### config.mk
export PLATFORM = sky130hd
export DESIGN_NAME = cla_adder_pipe
export DESIGN_NICKNAME = d
export VERILOG_FILES = /design/src/rtl/cla_adder_pipe.sv
export SDC_FILE = /design/constraint.sdc
export NUM_CORES = 1
export LEC_CHECK = 0
export BUFFER_PORTS_ARGS = -buffer_cell sky130_fd_sc_hd__buf_2
export CAP_MARGIN = 40
export CORE_MARGIN = 1.5
export CORE_UTILIZATION = 55
export CTS_CLUSTER_SIZE = 20
export DETAILED_ROUTE_END_ITERATION = 10
export MAX_ROUTING_LAYER = met4
export PLACE_DENSITY = 0.8
export RECOVER_POWER = 50
export SYNTH_ARGS = -nofsm -noshare
export SYNTH_HDL_FRONTEND = slang
export SYNTH_SLANG_ARGS = --single-unit
### constraint.sdc
create_clock -name clk -period 3.35 [get_ports clk]
set_input_delay 0.67 -clock clk [delete_from_list [all_inputs] [get_ports clk]]
set_output_delay 0.67 -clock clk [all_outputs]
set_load 0.01 [all_outputs]
### src/rtl/cla_adder_pipe.sv
// cla_adder_pipe: two-stage pipelined carry-lookahead adder.
// Stage 1 forms bit and 4-bit group generate/propagate terms.
// Stage 2 resolves the group carries, ripples them inside each group and registers the result.
// Optional feature: define CLA_SUB_EN to make sub=1 compute a - b (b inverted, carry-in forced to 1).
// Without CLA_SUB_EN the sub port is ignored and no inversion logic exists.
//
// Handshake (both ports): a transfer happens on a rising clk edge where valid && ready.
// A valid never depends on the matching ready. Once raised, it holds with stable data
// until that transfer happens.
module cla_adder_pipe #(
    parameter int WIDTH = 32,
    parameter int GROUP = 4
) (
    input  logic             clk,
    input  logic             rst_n,
    input  logic             in_valid,
    output logic             in_ready,
    input  logic [WIDTH-1:0] a,
    input  logic [WIDTH-1:0] b,
    input  logic             c_in,
    input  logic             sub,
    output logic             out_valid,
    input  logic             out_ready,
    output logic [WIDTH-1:0] sum,
    output logic             c_out,
    output logic             ovf
);
    localparam int NG = WIDTH / GROUP;

    // ---------------- stage 1: operand conditioning and g/p terms ----------------
    logic [WIDTH-1:0] b_eff;
    logic             cin_eff;

`ifdef CLA_SUB_EN
    assign b_eff   = sub ? ~b : b;
    assign cin_eff = sub | c_in;
`else
    logic unused_sub;
    assign unused_sub = sub;
    assign b_eff      = b;
    assign cin_eff    = c_in;
`endif

    logic [WIDTH-1:0] g_bit;
    logic [WIDTH-1:0] p_bit;
    assign g_bit = a & b_eff;
    assign p_bit = a ^ b_eff;

    logic [NG-1:0] grp_g;
    logic [NG-1:0] grp_p;

    // Group terms are built as a tree of the pairwise combine rule: bits (1,0), (3,2), then the two pairs.
    for (genvar gi = 0; gi < NG; gi++) begin : g_grp
        logic [3:0] gb;
        logic [3:0] pb;
        logic       g_lo;
        logic       p_lo;
        logic       g_hi;
        logic       p_hi;
        assign gb          = g_bit[gi*4 +: 4];
        assign pb          = p_bit[gi*4 +: 4];
        assign g_lo        = gb[1] | (pb[1] & gb[0]);
        assign p_lo        = pb[1] & pb[0];
        assign g_hi        = gb[3] | (pb[3] & gb[2]);
        assign p_hi        = pb[3] & pb[2];
        assign grp_g[gi]   = g_hi | (p_hi & g_lo);
        assign grp_p[gi]   = p_hi & p_lo;
    end

    // ---------------- pipeline control ----------------
    logic s1_valid;
    logic s1_adv;
    logic s2_adv;

    assign s2_adv   = !out_valid | out_ready;
    assign s1_adv   = !s1_valid | s2_adv;
    assign in_ready = s1_adv;

    // Stage-1 registers. Bit g is kept alongside bit p because the in-group ripple of stage 2 needs it.
    logic [WIDTH-1:0] s1_p;
    logic [WIDTH-1:0] s1_g;
    logic [NG-1:0]    s1_gg;
    logic [NG-1:0]    s1_gp;
    logic             s1_cin;

    // Stage 1 captures new operands whenever it advances. Without new data it only clears its valid.
    always_ff @(posedge clk or negedge rst_n) begin
        if (!rst_n) begin
            s1_valid <= 1'b0;
            s1_p     <= '0;
            s1_g     <= '0;
            s1_gg    <= '0;
            s1_gp    <= '0;
            s1_cin   <= 1'b0;
        end else if (s1_adv) begin
            s1_valid <= in_valid;
            if (in_valid) begin
                s1_p   <= p_bit;
                s1_g   <= g_bit;
                s1_gg  <= grp_g;
                s1_gp  <= grp_p;
                s1_cin <= cin_eff;
            end
        end
    end

    // ---------------- stage 2: carry resolution and sum ----------------
    logic [NG:0]      grp_c;
    logic [WIDTH:0]   bit_c;
    logic [WIDTH-1:0] sum_nxt;

    // Group carries come from the registered lookahead terms. Each group then ripples its carry-in across its four bits.
    always_comb begin
        grp_c    = '0;
        bit_c    = '0;
        grp_c[0] = s1_cin;
        for (int i = 0; i < NG; i++) begin
            grp_c[i+1] = s1_gg[i] | (s1_gp[i] & grp_c[i]);
        end
        for (int i = 0; i < NG; i++) begin
            bit_c[i*4] = grp_c[i];
            for (int j = 0; j < 3; j++) begin
                bit_c[i*4+j+1] = s1_g[i*4+j] | (s1_p[i*4+j] & bit_c[i*4+j]);
            end
        end
        bit_c[WIDTH] = grp_c[NG];
        sum_nxt      = s1_p ^ bit_c[WIDTH-1:0];
    end

    // The output register loads only when stage 2 advances. The result stays held while the consumer stalls.
    always_ff @(posedge clk or negedge rst_n) begin
        if (!rst_n) begin
            out_valid <= 1'b0;
            sum       <= '0;
            c_out     <= 1'b0;
            ovf       <= 1'b0;
        end else if (s2_adv) begin
            out_valid <= s1_valid;
            if (s1_valid) begin
                sum   <= sum_nxt;
                c_out <= grp_c[NG];
                ovf   <= bit_c[WIDTH-1] ^ grp_c[NG];
            end
        end
    end

endmodule

# Word level (Yosys, flattened, before mapping)
# Cells that the tools add are included.
dict set report classes {
  bitwise 142
  n_reduce_logical 4
}
# cell n
set ops {}
lappend ops {{$and A1 B1 Y1} 80}
lappend ops {{$xor A32 B32 Y32} 2}
lappend ops {{$or A1 B1 Y1} 58}
lappend ops {{$and A32 B32 Y32} 1}
lappend ops {{$reduce_and A2 Y1} 2}
lappend ops {{$logic_not A1 Y1} 2}
lappend ops {{$xor A1 B1 Y1} 1}
dict set report totals {
  reg_bits 116
  out_inout_bits 36
  input_bits 70
  word_cells 156
}

# Longest topological paths before layout
# Gate-level depths: netlist of run 1.
dict set report depth {
  ltp_word 21
  depth_mapped 13
  ltp_nobuf 13
}

# Least setup slack after synthesis of run 1
# OpenSTA, ideal clock, no wires.
dict set report synth_timing {
  path_kind {reg-to-reg}
  startpoint {reg s1_cin}
  endpoint {reg sum[31]}
  required_ns 3.224
  setup_ns 0.126
  path_slack_ns 0.555
  arrival_time_ns 2.669
  period_less_slack_ns 2.795
  stages_incl_launch_ff 14
  n_path_buf 0
  cell_sequence {dfrtp_1 a211oi_2 o21a_2 nor2_1 a21o_1 a21o_1 ha_1 or2_2 ha_1 or2_2 ha_1 nor2_1 xor2_1 o21ai_0}
}
dict set report synth_via {
  elab_chain_len 21
}
# element line
set synth_rtl {}
lappend synth_rtl {{start: declaration} 84} ;# logic s1_cin;
lappend synth_rtl {{start signal: assignment} 102} ;# s1_cin <= cin_eff;
lappend synth_rtl {{$and A1 B1 Y1} 118} ;# grp_c[i+1] = s1_gg[i] | (s1_gp[i] & grp_c[i]);
lappend synth_rtl {{$or A1 B1 Y1} 118}
lappend synth_rtl {{$and A1 B1 Y1} 118}
lappend synth_rtl {{$or A1 B1 Y1} 118}
lappend synth_rtl {{$and A1 B1 Y1} 118}
lappend synth_rtl {{$or A1 B1 Y1} 118}
lappend synth_rtl {{$and A1 B1 Y1} 118}
lappend synth_rtl {{$or A1 B1 Y1} 118}
lappend synth_rtl {{[5 not listed]} n/a}
lappend synth_rtl {{$or A1 B1 Y1} 118}
lappend synth_rtl {{$and A1 B1 Y1} 123} ;# bit_c[i*4+j+1] = s1_g[i*4+j] | (s1_p[i*4+j] & bit_c[i*4+j]);
lappend synth_rtl {{$or A1 B1 Y1} 123}
lappend synth_rtl {{$and A1 B1 Y1} 123}
lappend synth_rtl {{$or A1 B1 Y1} 123}
lappend synth_rtl {{$and A1 B1 Y1} 123}
lappend synth_rtl {{$or A1 B1 Y1} 123}
lappend synth_rtl {{$xor A32 B32 Y32} 127} ;# sum_nxt = s1_p ^ bit_c[WIDTH-1:0];
lappend synth_rtl {{end signal: assignment} 140} ;# sum <= sum_nxt;
lappend synth_rtl {{end: declaration} 24} ;# output logic [WIDTH-1:0] sum,
# Every way passes these cells.
# A chain may end at the register's enable or synchronous reset.

# Final worst setup path of run 1
# Ends and elaborated chain as after synthesis.

==> summary.md, run 1 <==
| Metric | Value |
|---|---|
| Status | `finished, final reports clean` |
| Worst-Skew Late Latency | `approximately 0.36 ns` |
| Initial antenna violation count | `0` |
| ANT cells | `0` |
| Gr usage total | `around 21%` |
| CTS tree | `built` |
| Slew @ Worst Pin | `1.44 ns` |
| Root Buffer | `clkbuf_8` |
| Flops & latches, synth | `between 100 and 150` |
| P&R area growth vs syn | `15.8%` |
| Min-Delay Path Class | `reg -> reg` |
| TritonCTS Buffers | `9` |
| Arrival @ worst endpoint | `3.32 ns` |
| Detailed Routing Iterations Pass 1 | `4` |
| Leakage | `between 3 and 4 nW` |
| Core box area | `approximately 0.0093 sq mm` |
| GRT busiest layer | `met2` |
| Mux cell area share after synthesis | `around 17%` |
| Initial DRC count | `93` |
| Clk pin slew, worst setup/hold paths | `0.10 ns` |
| Setup bufs post-CTS | `0` |
| DRT antenna net count | `0` |
| Multi-input logic area | `between 0.002 and 0.0025 sq mm` |
| Final HPWL DP | `roughly 7100 microns` |
| FILL cells | `about 730` |
| Crit path time final | `approximately 3.1 ns` |
| Crit path capture type | `flip-flop` |
| Worst reg2reg path endpoint | `sum[31]$_DFFE_PN0P_` |
| Sequential Area | `0.00273 sq mm` |
| CP Max Fanout | `4` |
| I/O pin total | `roughly 110` |
| Final Skew | `between 0.01 and 0.015 ns` |
| Crit start category | `flip-flop` |
| Mean routed wirelength per cell | `14.7 microns` |
| Final Setup Violations | `0` |
| CP max-delay cell | `dfrtp_1` |
| Met1 global-route usage | `between 20% and 30%` |
| CP Cell Sequence | `a211oi_2, o21a_2, nor2_1, a21o_1, a21o_1, ha_1, or2_2, ha_1, or2_2, ha_1, nor2_1, xor2_1, o21ai_0` |
| Full die area | `0.0102 sq mm` |
| Port Buf Inserts | `about 100` |
| Post-Synth Adder-Cell Area | `13.3%` |
| Max incr delay on CP | `0.43 ns` |
| P per Cell Area | `approximately 600 mW/mm^2` |
| R2R Path Start | `s1_cin$_DFFE_PN0P_` |
| Post-Syn Nets | `524` |
| Worst Reg-to-Reg Cells | `13` |
| Routed vias | `3,363` |
| Share of cells above drive strength 1 | `between 40% and 50%` |
| Max-slew headroom | `under 10%` |
| Fin crit share | `roughly 92%` |
| Die Ht | `between 100 and 150 microns` |
| Row cnt | `35` |
| Die span in x | `101 microns` |
| RSZ-0062 raised after global routing | `no` |
| Most used cell, CP | `ha_1` |
| Post-CTS sizing | `0` |
| Slew Viols, Final | `0` |
| R2R setup slack | `~0.28 ns` |
| Req. time, crit path | `around 3.6 ns` |
| Final Hold Fails | `0` |
| GR Util met2 | `roughly 34%` |
| Final Net Count | `approximately 630` |
| Final GP Congestion | `0.825` |
| Remaining Overflow, GRT | `0` |
| Ys Warns | `0` |
| Mapped cell area | `about 0.0053 sq mm` |
| Worst setup path end | `sum[31]$_DFFE_PN0P_` |
| Achievable frequency | `~330 MHz` |
| Largest family of logic cells by synthesized area | `multiplexers` |
| Via count of the first global-routing pass | `approximately 3,400` |
| VDD IR max | `331 uV` |
| Yosys cell types | `32` |
| Synthesized instance count | `398` |
| Clock sinks | `approximately 110` |
| CTS Hold Bufs | `0` |
| Overall power | `3.62 mW` |
| Critical path class | `reg -> reg` |
| DR vias/cell | `approximately 5.3` |
| XOR/XNOR Fraction of Synth Area | `1.49%` |
| Mean post-synth cell area | `between 10 and 15 sq um` |
| CTS max path bufs | `2` |
| First-pass GRT wire length | `15,700 microns` |
| # H-tree levels | `3` |
| Largest net degree at the start of global routing | `60` |
| Remaining DRCs | `0` |
| Post-Route WL | `9400 microns` |
| Synth Area in Compound Gates | `7.87%` |
| MaxCap Viol Count | `0` |
| Initial Utilization | `roughly 57%` |
| Post-synthesis sequential area ratio | `51.7%` |
| Setup_tns | `0 ns` |
| Post-Synth Simple-Gate Area | `around 6.4%` |
| Critical Path Source | `s1_cin$_DFFE_PN0P_` |
| Met3 usage | `2.50%` |
stage by stage:
step                instances  area (sq um)  hold WS [ns]  utilization, %  setup WS [ns]
finish                    639          6110         0.489            65.8          0.283
global route              639          6110         0.512            65.8         0.0746
CTS                       639          6140         0.344            66.1          0.233
detailed placement        623          5960         0.471            64.2          0.236
global placement          622          5930         0.457            63.9          0.353
floorplan                 398          5280         0.374               -          0.555
report_power, final:
group          internal (mW)  switching, mW
Combinational          0.557          0.506
Sequential              1.64          0.176
Clock                  0.300          0.444
Total                   2.50           1.12
critical path: cells and delay by family (launching register included):
kind,cells,cell delay (ns)
xor gates and xnor gates,1,0.17
DFF,1,0.43
AOI/OAI and AO/OA,5,0.99
adders and majority gates,3,0.52
and+or+nand+nor,4,0.85
synthesized netlist by cell type (all sizes together):
cell type | number | area share (%)
a21o | 22 | 3.2
nand2b | 3 | 0.36
clkbuf | 2 | 0.33
nand4 | 8 | 0.95
dfrtp | 109 | 52
a211oi | 1 | 0.24
o31ai | 1 | 0.40
o21ai | 26 | 2.5
nor2 | 10 | 0.85
nor3 | 1 | 0.095
o21bai | 1 | 0.14
xor2 | 9 | 1.5
mux2 | 82 | 17
nand3b | 1 | 0.14
a21oi | 9 | 1.1
or2 | 16 | 1.9
o21a | 2 | 0.31
ha | 56 | 13
buf | 11 | 1.4
nand2 | 27 | 2.0
nand3 | 1 | 0.095
final cells by class:
class	instances	area share [%]
repair buffers	109	9.62
clock inverters	5	0.696
clock buffers	11	2.31
flip-flops and latches	109	44.6
multi-input cells	276	40.1
well taps	129	2.64
cell families after synthesis:
kind of cell / count (synthesis)
DFF: 109
AOI/OAI and AO/OA: 62
buffers and inverters: 13
xor gates and xnor gates: 9
adders and majority gates: 56
muxes: 82
and+or+nand+nor: 67
layer usage:
layer	up-vias	part of all wire, %
li1	1632	-
met1	1657	46
met2	64	50
met3	10	2.6
met4	0	1.4
met5	-	0
worst min-delay path by stage:
| stage | startpoint | to | slack (ns) | depth (start not counted) |
|---|---|---|---|---|
| finish | sum[27]$_DFFE_PN0P_ | sum[27]$_DFFE_PN0P_ | 0.49 | 2 |
| floorplan | rst_n | c_out$_DFFE_PN0P_ | 0.37 | 0 |
| detailed placement | sum[23]$_DFFE_PN0P_ | sum[23]$_DFFE_PN0P_ | 0.47 | 2 |
| global placement | sum[31]$_DFFE_PN0P_ | sum[31]$_DFFE_PN0P_ | 0.46 | 2 |
| global route | in_valid | s1_valid$_DFFE_PN0N_ | 0.51 | 2 |
| CTS | rst_n | sum[31]$_DFFE_PN0P_ | 0.34 | 1 |
sequential cells by signal, indices dropped and copies added (netlist names):
signal	cells
c_out	1
out_valid	1
ovf	1
s1_cin	1
s1_g	24
s1_gg	8
s1_gp	8
s1_p	32
s1_valid	1
sum	32
placed cells by master, fill, tap and decap left out, drive strengths merged:
| cell type | n |
|---|---|
| o21bai | 1 |
| o21a | 2 |
| dfrtp | 109 |
| nor2 | 10 |
| a21o | 22 |
| a211oi | 1 |
| inv | 2 |
| ha | 56 |
| xor2 | 9 |
| nand2 | 27 |
| clkbuf | 13 |
| clkinvlp | 1 |
| a21oi | 9 |
| mux2 | 82 |
| clkinv | 2 |
| nand3b | 1 |
| o31ai | 1 |
| nand3 | 1 |
| nand4 | 8 |
| o21ai | 26 |
| nand2b | 3 |
| nor3 | 1 |
| buf | 107 |
| or2 | 16 |
No activity file was read; power rests on OpenSTA's default activity.
==> run 2, diff against run 1 <==
==> constraint.sdc (replaced) <==
create_clock -name clk -period 3.35 [get_ports clk]
set_input_delay 0.5025 -clock clk [delete_from_list [all_inputs] [get_ports clk]]
set_output_delay 0.5025 -clock clk [all_outputs]
set_load 0.01 [all_outputs]
==> run 2 against run 1 <==
Against the previous run:
- the flow now finishes with violations (capacitance limit, slew limit)
- clock power up 18%
- via count down 1.8%
- flip-flop and latch count unchanged
- non-clock buffer count unchanged
- critical path depth unchanged
- setup slack better by 0.077 ns
- utilization up 0.27 points
- maximum frequency up 2.6%
- sequential share of layout area down 0.18 points
- critical endpoint unchanged
- largest cell class unchanged
- largest power group unchanged
==> summary.md, run 2 (synthesized netlist as in run 1, its figures left out) <==
| Metric | Value |
|---|---|
| R2R setup slack | `0.36 ns (was 0.28 ns)` |
| Remaining Overflow, GRT | `0 (unchanged)` |
| Slew @ Worst Pin | `2.51 ns (was 1.44 ns)` |
| Final Setup Violations | `0 (unchanged)` |
| CTS Hold Bufs | `0 (unchanged)` |
| Final Skew | `0.0152 ns (was 0.0119 ns)` |
| Setup bufs post-CTS | `0 (unchanged)` |
| # H-tree levels | `3 (unchanged)` |
| Top Registers | `s1_p x32, sum x32, s1_g x24 (unchanged)` |
| Clk pin slew, worst setup/hold paths | `0.10 ns (about the same)` |
| Port Buf Inserts | `104 (unchanged)` |
| P_int | `2.63 mW (was 2.50 mW)` |
| FILL cells | `737 (was 733)` |
| Clock sinks | `109 (unchanged)` |
| VDD IR max | `365 uV (was 331 uV)` |
| Root Buffer | `clkbuf_8 (unchanged)` |
| Via count of the first global-routing pass | `3,459 (was 3,374)` |
| Initial Utilization | `56.8% (unchanged)` |
| I/O pin total | `106 (unchanged)` |
| Critical path class | `reg -> reg (unchanged)` |
| Max-slew headroom | `-67.0% (was 4.26%)` |
| Fin crit share | `89.3% (was 91.6%)` |
| R2R Path Start | `s1_cin$_DFFE_PN0P_ (unchanged)` |
| Gr usage total | `20.7% (was 20.6%)` |
| Achievable frequency | `334 MHz (was 326 MHz)` |
| Final HPWL DP | `7020 microns (was 7120 microns)` |
| Initial antenna violation count | `0 (unchanged)` |
| ANT cells | `0 (unchanged)` |
| Detailed Routing Iterations Pass 1 | `4 (unchanged)` |
| TritonCTS Buffers | `9 (unchanged)` |
| Arrival @ worst endpoint | `3.24 ns (was 3.32 ns)` |
| Req. time, crit path | `3.60 ns (about the same)` |
| Final GP Congestion | `0.840 (was 0.825)` |
| Overall power | `3.74 mW (was 3.62 mW)` |
| Final Net Count | `631 (unchanged)` |
| Die span in x | `101 microns (unchanged)` |
| Hold depth | `2 (unchanged)` |
| Share of cells above drive strength 1 | `39.0% (was 41.2%)` |
| Net Switching | `1.11 mW (was 1.12 mW)` |
| Worst-Skew Late Latency | `0.36 ns (about the same)` |
| GR Util met2 | `34.0% (was 34.1%)` |
| Failing checks | `capacitance limit, slew limit` |
| Setup_tns | `0 ns (unchanged)` |
| Initial DRC count | `69 (was 93)` |
| Remaining DRCs | `0 (unchanged)` |
| Routed vias | `3,302 (was 3,363)` |
| Mean routed wirelength per cell | `14.8 microns (was 14.7 microns)` |
| CTS max path bufs | `2 (unchanged)` |
| Most common cell after layout, fill and taps aside | `dfrtp_1 (unchanged)` |
| Sw frac | `29.7% (was 31.0%)` |
| RSZ-0062 raised after global routing | `no (unchanged)` |
| Crit path capture type | `flip-flop (unchanged)` |
| P&R area growth vs syn | `16.3% (was 15.8%)` |
| DR vias/cell | `5.17 (was 5.26)` |
| Combinational power share | `27.9% (was 29.3%)` |
| First-pass GRT wire length | `15,900 microns (was 15,700 microns)` |
| Post-CTS sizing | `0 (unchanged)` |
| Met3 usage | `4.85% (was 2.50%)` |
| CP Max Fanout | `4 (unchanged)` |
| Die Ht | `101 microns (unchanged)` |
| Worst reg2reg path endpoint | `sum[31]$_DFFE_PN0P_ (unchanged)` |
| Slew Viols, Final | `123 (was 0)` |
| Clock power frac | `23.5% (was 20.5%)` |
| Crit path time final | `2.99 ns (was 3.07 ns)` |
| Final Hold Fails | `0 (unchanged)` |
| MaxCap Viol Count | `2 (was 0)` |
| Row cnt | `35 (unchanged)` |
| Sequential Power Share | `48.7% (was 50.2%)` |
| WHS Endpoint | `s1_valid$_DFFE_PN0N_ (was sum[27]$_DFFE_PN0P_)` |
| Full die area | `0.0102 sq mm (unchanged)` |
| Commonest cells after routing, fill and taps aside | `dfrtp_1 (109), buf_2 (93), mux2_2 (62) (was dfrtp_1 (109), buf_2 (103), mux2_2 (62))` |
| CTS tree | `built (unchanged)` |
| Post-Route WL | `9440 microns (was 9400 microns)` |
| Met1 global-route usage | `26.2% (about the same)` |
| DRT antenna net count | `0 (unchanged)` |
| Status | `finished, violations left (was finished, final reports clean)` |
| GRT busiest layer | `met2 (unchanged)` |
| Leakage | `3.09 nW (was 3.10 nW)` |
| Core box area | `0.00928 sq mm (unchanged)` |
| Largest net degree at the start of global routing | `76 (was 60)` |
| Worst Reg-to-Reg Cells | `13 (unchanged)` |
| P per Cell Area | `610 mW/mm^2 (was 593 mW/mm^2)` |
| Min-Delay Path Class | `in -> reg (was reg -> reg)` |
| Crit start category | `flip-flop (unchanged)` |
| Hold path start | `in_valid (was sum[27]$_DFFE_PN0P_)` |
==> run 2: cell count changes in the layout (fill, tap and decap cells not counted), sizes merged <==
cell    delta
clkinv     -1
bufinv     +2
clkbuf    +10
buf       -10
inv        -1
==> run 2: cell type report <==
cell class	count	area, sq um	share of cell area, %
Clock inverter	5	81.3	1.33
Clock buffer	11	141	2.30
Sequential cell	109	2730	44.4
Tap cell	129	161	2.63
Multi-Input combinational cell	276	2450	39.9
Timing Repair Buffer	109	574	9.36
==> run 2: metrics by stage <==
step | hold slack, ns | utilization (%) | worst slack (ns) | std cells | area (sq um)
finish | 0.373 | 66.1 | 0.360 | 639 | 6140
global route | 0.380 | 66.1 | 0.169 | 639 | 6140
CTS | 0.155 | 66.6 | 0.327 | 639 | 6190
detailed placement | 0.465 | 64.2 | 0.346 | 623 | 5960
global placement | 0.458 | 63.6 | 0.313 | 621 | 5910
floorplan | 0.207 | - | 0.555 | 398 | 5280
==> run 2: power groups by stage <==
stage	sequential [mW]	combinational, mW	clock (mW)
6_report	1.82	1.04	0.879
5_1_grt	1.86	1.17	0.949
4_1_cts	1.82	1.09	0.903
3_5_place_dp	1.85	1.08	0
3_3_place_gp	1.82	1.03	0
2_1_floorplan	1.91	0.568	0
==> run 2: metal layers <==
metal / vias up / part of all wire [%]
li1: 1632 / -
met1: 1593 / 46
met2: 68 / 49
met3: 9 / 3.5
met4: 0 / 1.2
met5: - / 0
==> run 2: worst max path at each step <==
stage	endpoint	cells after the start	slack, ns	start
after detailed placement	ovf$_DFFE_PN0P_	13	0.35	s1_cin$_DFFE_PN0P_
after global placement	sum[31]$_DFFE_PN0P_	13	0.31	s1_cin$_DFFE_PN0P_
after floorplan	sum[31]$_DFFE_PN0P_	13	0.55	s1_cin$_DFFE_PN0P_
final	sum[31]$_DFFE_PN0P_	13	0.36	s1_cin$_DFFE_PN0P_
after CTS	ovf$_DFFE_PN0P_	13	0.33	s1_cin$_DFFE_PN0P_
after global routing	sum[31]$_DFFE_PN0P_	13	0.17	s1_cin$_DFFE_PN0P_
==> run 2: worst max-delay path, cell delays in order (launching register included) <==
cell and delay [ns]:
dfrtp_1 0.43, a211oi_2 0.28, o21a_2 0.21, nor2_1 0.07, a21o_1 0.20, a21o_1 0.18, ha_1 0.16, or2_2 0.29
ha_1 0.17, or2_2 0.29, ha_1 0.18, nor2_1 0.19, xor2_1 0.15, o21ai_0 0.08
